<file path="src/rtl/multicycle_control_fsm.sv">
// Multi-cycle MIPS control unit: FETCH/DECODE/EXEC/MEM/WB sequencing with memory-ready timeout.
// Optional performance counters are built when MULTICYCLE_PERF_EN is defined.
module multicycle_control_fsm #(
   parameter int TIMEOUT_CYC = 16,
   parameter int CNT_W       = 32
) (
   input  logic             clk,
   input  logic             reset,
   input  logic [5:0]       Opcode,
   input  logic [5:0]       Funct,
   input  logic             Zero,
   input  logic             MemReady,
   output logic             PCWrite,
   output logic [1:0]       PCSrc,
   output logic             IRWrite,
   output logic             MemRead,
   output logic             MemWrite,
   output logic             MemAddrSrc,
   output logic             ALUSrcA,
   output logic [1:0]       ALUSrcB,
   output logic [2:0]       ALUOP,
   output logic             SignImm,
   output logic             RegWrite,
   output logic [1:0]       RegDst,
   output logic [1:0]       RegDataSrc,
   output logic [2:0]       State,
   output logic             InstrDone,
   output logic             IllegalInstr,
   output logic             MemTimeout,
   output logic [CNT_W-1:0] CycleCnt,
   output logic [CNT_W-1:0] RetireCnt
);

   localparam int WAIT_W = $clog2(TIMEOUT_CYC + 1);

   typedef enum logic [2:0] {
      S_FETCH  = 3'd0,
      S_DECODE = 3'd1,
      S_EXEC   = 3'd2,
      S_MEM    = 3'd3,
      S_WB     = 3'd4
   } state_t;

   typedef enum logic [2:0] {
      ALU_ADD = 3'd0,
      ALU_SUB = 3'd1,
      ALU_OR  = 3'd2,
      ALU_LUI = 3'd3
   } alu_op_t;

   state_t            r_state;
   state_t            w_next;
   logic [WAIT_W-1:0] r_wait;
   alu_op_t           w_aluop;

   logic w_pcwrite, w_irwrite, w_memread, w_memwrite, w_regwrite;
   logic w_done, w_illegal, w_timeout;

   logic w_rtype, w_addu, w_subu, w_jr, w_ori, w_lw, w_sw, w_beq, w_lui, w_jal, w_legal;
   logic w_wait_hit;

   assign w_rtype = (Opcode == 6'b000000);
   assign w_addu  = w_rtype && (Funct == 6'b100001);
   assign w_subu  = w_rtype && (Funct == 6'b100011);
   assign w_jr    = w_rtype && (Funct == 6'b001000);
   assign w_ori   = (Opcode == 6'b001101);
   assign w_lw    = (Opcode == 6'b100011);
   assign w_sw    = (Opcode == 6'b101011);
   assign w_beq   = (Opcode == 6'b000100);
   assign w_lui   = (Opcode == 6'b001111);
   assign w_jal   = (Opcode == 6'b000011);
   assign w_legal = w_addu | w_subu | w_jr | w_ori | w_lw | w_sw | w_beq | w_lui | w_jal;

   assign w_wait_hit = (r_wait == WAIT_W'(TIMEOUT_CYC - 1));

   always_comb begin
      // NOTE: every signal written here gets a default first, so no path leaves one unassigned (no latches).
      w_next     = r_state;
      w_pcwrite  = 1'b0;
      w_irwrite  = 1'b0;
      w_memread  = 1'b0;
      w_memwrite = 1'b0;
      w_regwrite = 1'b0;
      w_done     = 1'b0;
      w_illegal  = 1'b0;
      w_timeout  = 1'b0;
      PCSrc      = 2'd0;
      MemAddrSrc = 1'b0;
      ALUSrcA    = 1'b0;
      ALUSrcB    = 2'd0;
      w_aluop    = ALU_ADD;
      SignImm    = 1'b0;
      RegDst     = 2'd0;
      RegDataSrc = 2'd0;
      case (r_state)
         S_FETCH: begin
            w_memread = 1'b1;
            ALUSrcB   = 2'd1;
            if (MemReady) begin
               w_irwrite = 1'b1;
               w_pcwrite = 1'b1;
               w_next    = S_DECODE;
            end else if (w_wait_hit) begin
               w_timeout = 1'b1;
            end
         end
         S_DECODE: begin
            ALUSrcB = 2'd3;
            SignImm = 1'b1;
            if (w_jal) begin
               w_regwrite = 1'b1;
               RegDst     = 2'd2;
               RegDataSrc = 2'd2;
               w_pcwrite  = 1'b1;
               PCSrc      = 2'd2;
               w_done     = 1'b1;
               w_next     = S_FETCH;
            end else if (w_jr) begin
               w_pcwrite = 1'b1;
               PCSrc     = 2'd3;
               w_done    = 1'b1;
               w_next    = S_FETCH;
            end else if (!w_legal) begin
               w_illegal = 1'b1;
               w_next    = S_FETCH;
            end else begin
               w_next = S_EXEC;
            end
         end
         S_EXEC: begin
            ALUSrcA = 1'b1;
            w_next  = S_WB;
            if (w_addu || w_subu) begin
               w_aluop = w_subu ? ALU_SUB : ALU_ADD;
            end else if (w_ori) begin
               ALUSrcB = 2'd2;
               w_aluop = ALU_OR;
            end else if (w_lui) begin
               ALUSrcB = 2'd2;
               w_aluop = ALU_LUI;
            end else if (w_lw || w_sw) begin
               ALUSrcB = 2'd2;
               SignImm = 1'b1;
               w_next  = S_MEM;
            end else begin
               // BEQ: the ALU compares rs and rt; the target was latched in DECODE
               w_aluop   = ALU_SUB;
               w_pcwrite = Zero;
               PCSrc     = 2'd1;
               w_done    = 1'b1;
               w_next    = S_FETCH;
            end
         end
         S_MEM: begin
            MemAddrSrc = 1'b1;
            w_memread  = w_lw;
            w_memwrite = w_sw;
            if (MemReady) begin
               w_done = w_sw;
               w_next = w_lw ? S_WB : S_FETCH;
            end else if (w_wait_hit) begin
               w_timeout = 1'b1;
               w_next    = S_FETCH;
            end
         end
         S_WB: begin
            w_regwrite = 1'b1;
            w_done     = 1'b1;
            RegDst     = w_rtype ? 2'd1 : 2'd0;
            RegDataSrc = w_lw ? 2'd1 : 2'd0;
            w_next     = S_FETCH;
         end
         default: w_next = S_FETCH;
      endcase
   end

   // Wait counter only advances while stalled in FETCH/MEM; any transition or abort restarts it.
   always_ff @(posedge clk) begin
      // NOTE: sequential state uses non-blocking assignments so all flops update from pre-edge values.
      if (reset) begin
         r_state <= S_FETCH;
         r_wait  <= '0;
      end else begin
         r_state <= w_next;
         if ((w_next != r_state) || w_timeout)
            r_wait <= '0;
         else if ((r_state == S_FETCH) || (r_state == S_MEM))
            r_wait <= r_wait + WAIT_W'(1);
      end
   end

   assign PCWrite      = w_pcwrite  & ~reset;
   assign IRWrite      = w_irwrite  & ~reset;
   assign MemRead      = w_memread  & ~reset;
   assign MemWrite     = w_memwrite & ~reset;
   assign RegWrite     = w_regwrite & ~reset;
   assign InstrDone    = w_done     & ~reset;
   assign IllegalInstr = w_illegal  & ~reset;
   assign MemTimeout   = w_timeout  & ~reset;
   assign ALUOP        = w_aluop;
   assign State        = r_state;

`ifdef MULTICYCLE_PERF_EN
   logic [CNT_W-1:0] r_cycle_cnt;
   logic [CNT_W-1:0] r_retire_cnt;

   always_ff @(posedge clk) begin
      if (reset) begin
         r_cycle_cnt  <= '0;
         r_retire_cnt <= '0;
      end else begin
         r_cycle_cnt <= r_cycle_cnt + CNT_W'(1);
         if (InstrDone)
            r_retire_cnt <= r_retire_cnt + CNT_W'(1);
      end
   end

   assign CycleCnt  = r_cycle_cnt;
   assign RetireCnt = r_retire_cnt;
`else
   assign CycleCnt  = '0;
   assign RetireCnt = '0;
`endif

endmodule
</file>
<file path="config.mk">
export PLATFORM = sky130hd
export DESIGN_NAME = multicycle_control_fsm
export DESIGN_NICKNAME = d
export VERILOG_FILES = /design/src/rtl/multicycle_control_fsm.sv
export SDC_FILE = /design/constraint.sdc
export NUM_CORES = 1
export LEC_CHECK = 0
export CORE_ASPECT_RATIO = 1.1
export CORE_MARGIN = 4
export CORE_UTILIZATION = 33
export CTS_CLUSTER_SIZE = 24
export DETAILED_ROUTE_END_ITERATION = 12
export PLACE_DENSITY = 0.8
export SETUP_SLACK_MARGIN = 0.5
export SYNTH_ARGS = -nofsm -noshare
export SYNTH_HDL_FRONTEND = slang
export SYNTH_SLANG_ARGS = --single-unit
</file>
<file path="constraint.sdc">
create_clock -name clk -period 2.31 [get_ports clk]
set_clock_uncertainty 0.05 [all_clocks]
set_input_delay 0.462 -clock clk [delete_from_list [all_inputs] [get_ports clk]]
set_output_delay 0.462 -clock clk [all_outputs]
set_load 0.005 [all_outputs]
</file>
## Word level (Yosys, flattened, before mapping)

Index checks and enable logic that the tools add are counted.

- Add/sub/neg operators: 1
- Equality and inequality tests: 15
- Mux-type cells: 68
- Bitwise operators: 17
- Reduce and logical (&&, ||, !) cells: 11

Operators with widths:

| kind | count |
|---|---|
| $mux 1 | 36 |
| $mux 2 | 15 |
| $eq 6x6->1 const B | 4 |
| $mux 3 | 7 |
| $eq 6x4->1 const B | 3 |
| $pmux 2 s2 | 3 |
| $pmux 3 s4 | 1 |
| $and 1x1->1 | 8 |
| $or 1x1->1 | 8 |
| $eq 3x2->1 const B | 2 |
| $eq 6x2->1 const B | 1 |
| $eq 6x3->1 const B | 1 |
| $logic_not 6->1 | 1 |
| $pmux 1 s2 | 3 |
| $pmux 2 s3 | 1 |
| $add 5x1->5 const B | 1 |
| $eq 5x4->1 const B | 1 |
| $logic_or 1x1->1 | 4 |
| $pmux 1 s4 | 1 |
| $reduce_or 2->1 | 2 |
| $eq 3x1->1 const B | 1 |
| $eq 3x3->1 const B | 1 |
| $logic_and 1x1->1 | 3 |
| $logic_not 3->1 | 1 |
| 3 further kinds | 3 |

- Register bits after elaboration: 8
- Input bits: 16
- Output and inout bits: 89
- Logic and storage cells: 114

## Depth between registers and ports, before layout

- Depth in word-level cells: 17
- Depth in mapped cells: 6
- Mapped depth without buffers: 6

## Worst setup path after synthesis

OpenSTA, ideal clock, no wires.

- Path type: input-to-output
- From: input Opcode[3]
- To: output RegWrite
- Arrival time: 1.541 ns
- Data required time: 1.798 ns
- Setup slack: 0.257 ns
- Stages on the path: 4
- Path buffers: 0
- Cell sequence: nor4_4 nand3_2 or3b_1 a211oi_2

- Cells in the longest elaborated chain, start to end: 4

Ends and longest elaborated chain:

| item | RTL line | text |
|---|---|---|
| start: declaration | 9 | `input logic [5:0] Opcode,` |
| $eq 6x2->1 | 71 | `assign w_jal = (Opcode == 6'b000011);` |
| $mux 1 | 110 | `if (w_jal) begin` |
| $pmux 1 s2 | 95 | `case (r_state)` |
| $and 1x1->1 | 196 | `assign RegWrite = w_regwrite & ~reset;` |
| end: declaration | 23 | `output logic RegWrite,` |

Every way passes these cells.

## Final worst setup path

- From: input Opcode[2]
- To: output InstrDone

- Cells in the longest elaborated chain, start to end: 8
- Elaborated cells between the ends (all ways): 20
- Classes of those cells: eq/ne (5); mux (8); bitwise (1); reduce/logical (6)

Ends and longest elaborated chain:

| item | RTL line | text |
|---|---|---|
| $eq 6x6->1, on equally long branches | 67, 68 |  |
| $logic_or 1x1->1 | 141 | `end else if (w_lw \|\| w_sw) begin` |
| $mux 1 | 141 |  |
| $mux 1 | 138 | `end else if (w_lui) begin` |
| $mux 1 | 135 | `end else if (w_ori) begin` |
| $mux 1 | 133 | `if (w_addu \|\| w_subu) begin` |
| $pmux 1 s4 (*) | 95 |  |
| $and 1x1->1 (*) | 197 | `assign InstrDone = w_done & ~reset;` |
| end: declaration | 27 | `output logic InstrDone,` |

Mark *: on every way between the ends. The rest lies on a longest branch, timed or not.

==> metrics.cfg <==
[global_routing]
overflow=0
first_global_vias=1314
grt_pass1_wl_mm=6.210
grt.total_usage_pct=16.35
antenna_found_initial=0
grt_max_degree=15

[clocking]
insertion_delay_ns=0.22
clock_sinks=8
clockRootBuffer=clkbuf_8
htree_levels=1
cts_buffers=3
clockBufferDepth=2
clk_pin_slew_worst_paths_ns=0.04
cts_tree=yes

[die]
fp.dieW_um=67.38
core_area_sq_um=3684
fp-row-count=23
die_y_um=73.32
die-area_sq_um=4940
io_pins=105
start_util_pct=34.75

[power]
combPwrFrac_pct=39.9
power.total_uw=505.0
ir_worst_vdd_mv=0.3398
power_per_cell_area_nw_per_um2=219.8
pwr-share-seq_pct=28.8
pwr-share-clk_pct=31.3
intPower_uw=349.4
p_leak_uw=0.001097
power.switching_fraction_pct=30.82
power_switching_uw=155.6

[placed_design]
pre_cts_ws_ns=-0.8392
dp_hpwl_mm=2.943
gp_congestion=0.9192
place_area_sq_um=1737
place.port_buffers=39

[yosys]
synthCells=171
yosysMostFrequentCell=buf_4
syn_avg_cell_area_sq_um=7.485
yosysWarnings=0
async_reset_ff_share_pct=0
synth_top_cell_area_share_pct=38.71
synthTopCellsByArea=buf_4 (39%), dfxtp_1 (13%), nor2_1 (4.4%), nand2_1 (2.1%), nor4b_1 (2.1%)
yosysSeqAreaShare_pct=12.51
syn_area_sq_um=1280
synth_edf_count=0
ys_ff_latch=8
synth.distinct_cells=41
yosys-top-cells-count=buf_4 (66), nor2_1 (15), dfxtp_1 (8)
synth_top_flop_cell=dfxtp_1
synth_top_area_cell=buf_4

[sta]
rsz0062_at_grt=yes
fmax_mhz=418.2
fin_ws_ns=-0.08113
setup_viol=7
fin_setup_tns_ns=-0.3689
min_period_over_period_pct=103.5
finalCriticalPeriod_ns=2.391
finalHoldViolCount=0
maxSlewViolCount=0

[routing]
wl_per_cell_um=14.75
vias_per_cell=4.470
antenna_left=0
drt_pass1_iterations=4
drt_iter0_drc=74
drc_errors=0
drt-total-wl_mm=4.735
vias=1435

[finish]
fin_area_sq_um=2297
layout-drive-gt1-share_pct=54.24
insertedDiodeCount=0
final_util_pct=62.36
fin_nets=291
area_delta_synth_final_pct=79.47

[worst_setup_path]
path_cells=buf_8, buf_4, buf_6, nand3b_1, nor2_4, buf_4, nand4_1, a41oi_2, buf_2
arrival_ns=1.88
crit_buf_inv=5
worst-path-max-fanout=4
cp_common_cell=buf_4
endpoint_kind=output pin
slowest_stage=a41oi_2
cp-start-kind=input pin
cp_top_family=buffers and inverters
cpPeakStageDelay_ns=0.26
path_class=in -> out
required_ns=1.80

[outcome]
status=finished with violations
violations=negative setup slack

[flow_run]
cap_violations=0

[hold_path]
holdCritPathClass=reg -> reg

==> placed cells by master (no fill, tap or decap), types with 4 or more instances in the layout <==
cell type / n
buf_2: 17
buf_4: 39
buf_6: 24
clkdlybuf4s50_1: 4
conb_1: 65
dfxtp_2: 4
dlygate4sd2_1: 5
nand2_1: 4
nor2_1: 8
nor2_4: 5
==> per-stage QoR <==
stage | hold WS [ns] | std cells
finish | 0.4505 | 321
detailed placement | 0.4510 | 288
CTS | 0.4559 | 310
floorplan | 0.4209 | 235
global placement | 0.4363 | 288
global route | 0.4922 | 321
==> state kept, by name, summed over array words and instances, names as in the netlist <==
register  count
State         3
r_wait        5
==> cells by family after synthesis <==
logic type / Yosys count / synth area share, %
and+or+nand+nor: 67 / 32.16
buffers and inverters: 72 / 41.74
DFF: 8 / 12.51
other: 1 / 0.2930
xor gates and xnor gates: 4 / 2.738
adders and majority gates: 2 / 1.955
AOI/OAI and AO/OA: 17 / 8.602
==> power groups by stage <==
| stage | Clock [uW] | Combinational, uW | Sequential [uW] |
|---|---|---|---|
| 2_1_floorplan | 0 | 141 | 147 |
| 3_3_place_gp | 0 | 150 | 147 |
| 3_5_place_dp | 0 | 153 | 147 |
| 4_1_cts | 166 | 174 | 145 |
| 5_1_grt | 172 | 218 | 146 |
| 6_report | 158 | 202 | 145 |
==> metal layers <==
layer	wire length, um	global-route usage (%)	vias up	part of all wire [%]
met3	524	4.740	22	11
li1	-	-	658	-
met2	2433	30.24	99	51
met4	218	7.207	0	4.6
met1	1559	16.70	656	33
met5	0	0	-	0
==> worst register-to-register path, stage by stage, from the launching register on <==
cell      delay [ns]
dfxtp_2         0.33
buf_12          0.14
buf_8           0.12
or2_4           0.24
buf_4           0.14
or4_4           0.45
a211oi_1        0.18
==> what timing repair did <==
item / CTS / global route
setup endpoints to repair: 29 / 24
hold buffers: 0 / 0
setup buffers: 19 / 11
pin swaps: 28 / 22
gates resized for setup: 167 / 49
==> final cells by class <==
cell class	count	area [sq um]
repair buffers	102	882.1
inverters	3	13.76
well taps	50	62.56
flip-flops and latches	8	168.9
fillers	301	1386
clock buffers	3	41.29
multi-input cells	155	1129
==> final timing paths <==
check	from	to	slack (ns)	depth (start not counted)
setup reg to reg	State[2]	r_wait[4]	0.57	6
hold / removal	r_wait[4]	r_wait[4]	0.45	2
hold reg to reg	r_wait[4]	r_wait[4]	0.45	2
setup / recovery	Opcode[2]	InstrDone	-0.08	9
No activity file was read; power rests on OpenSTA's default activity.
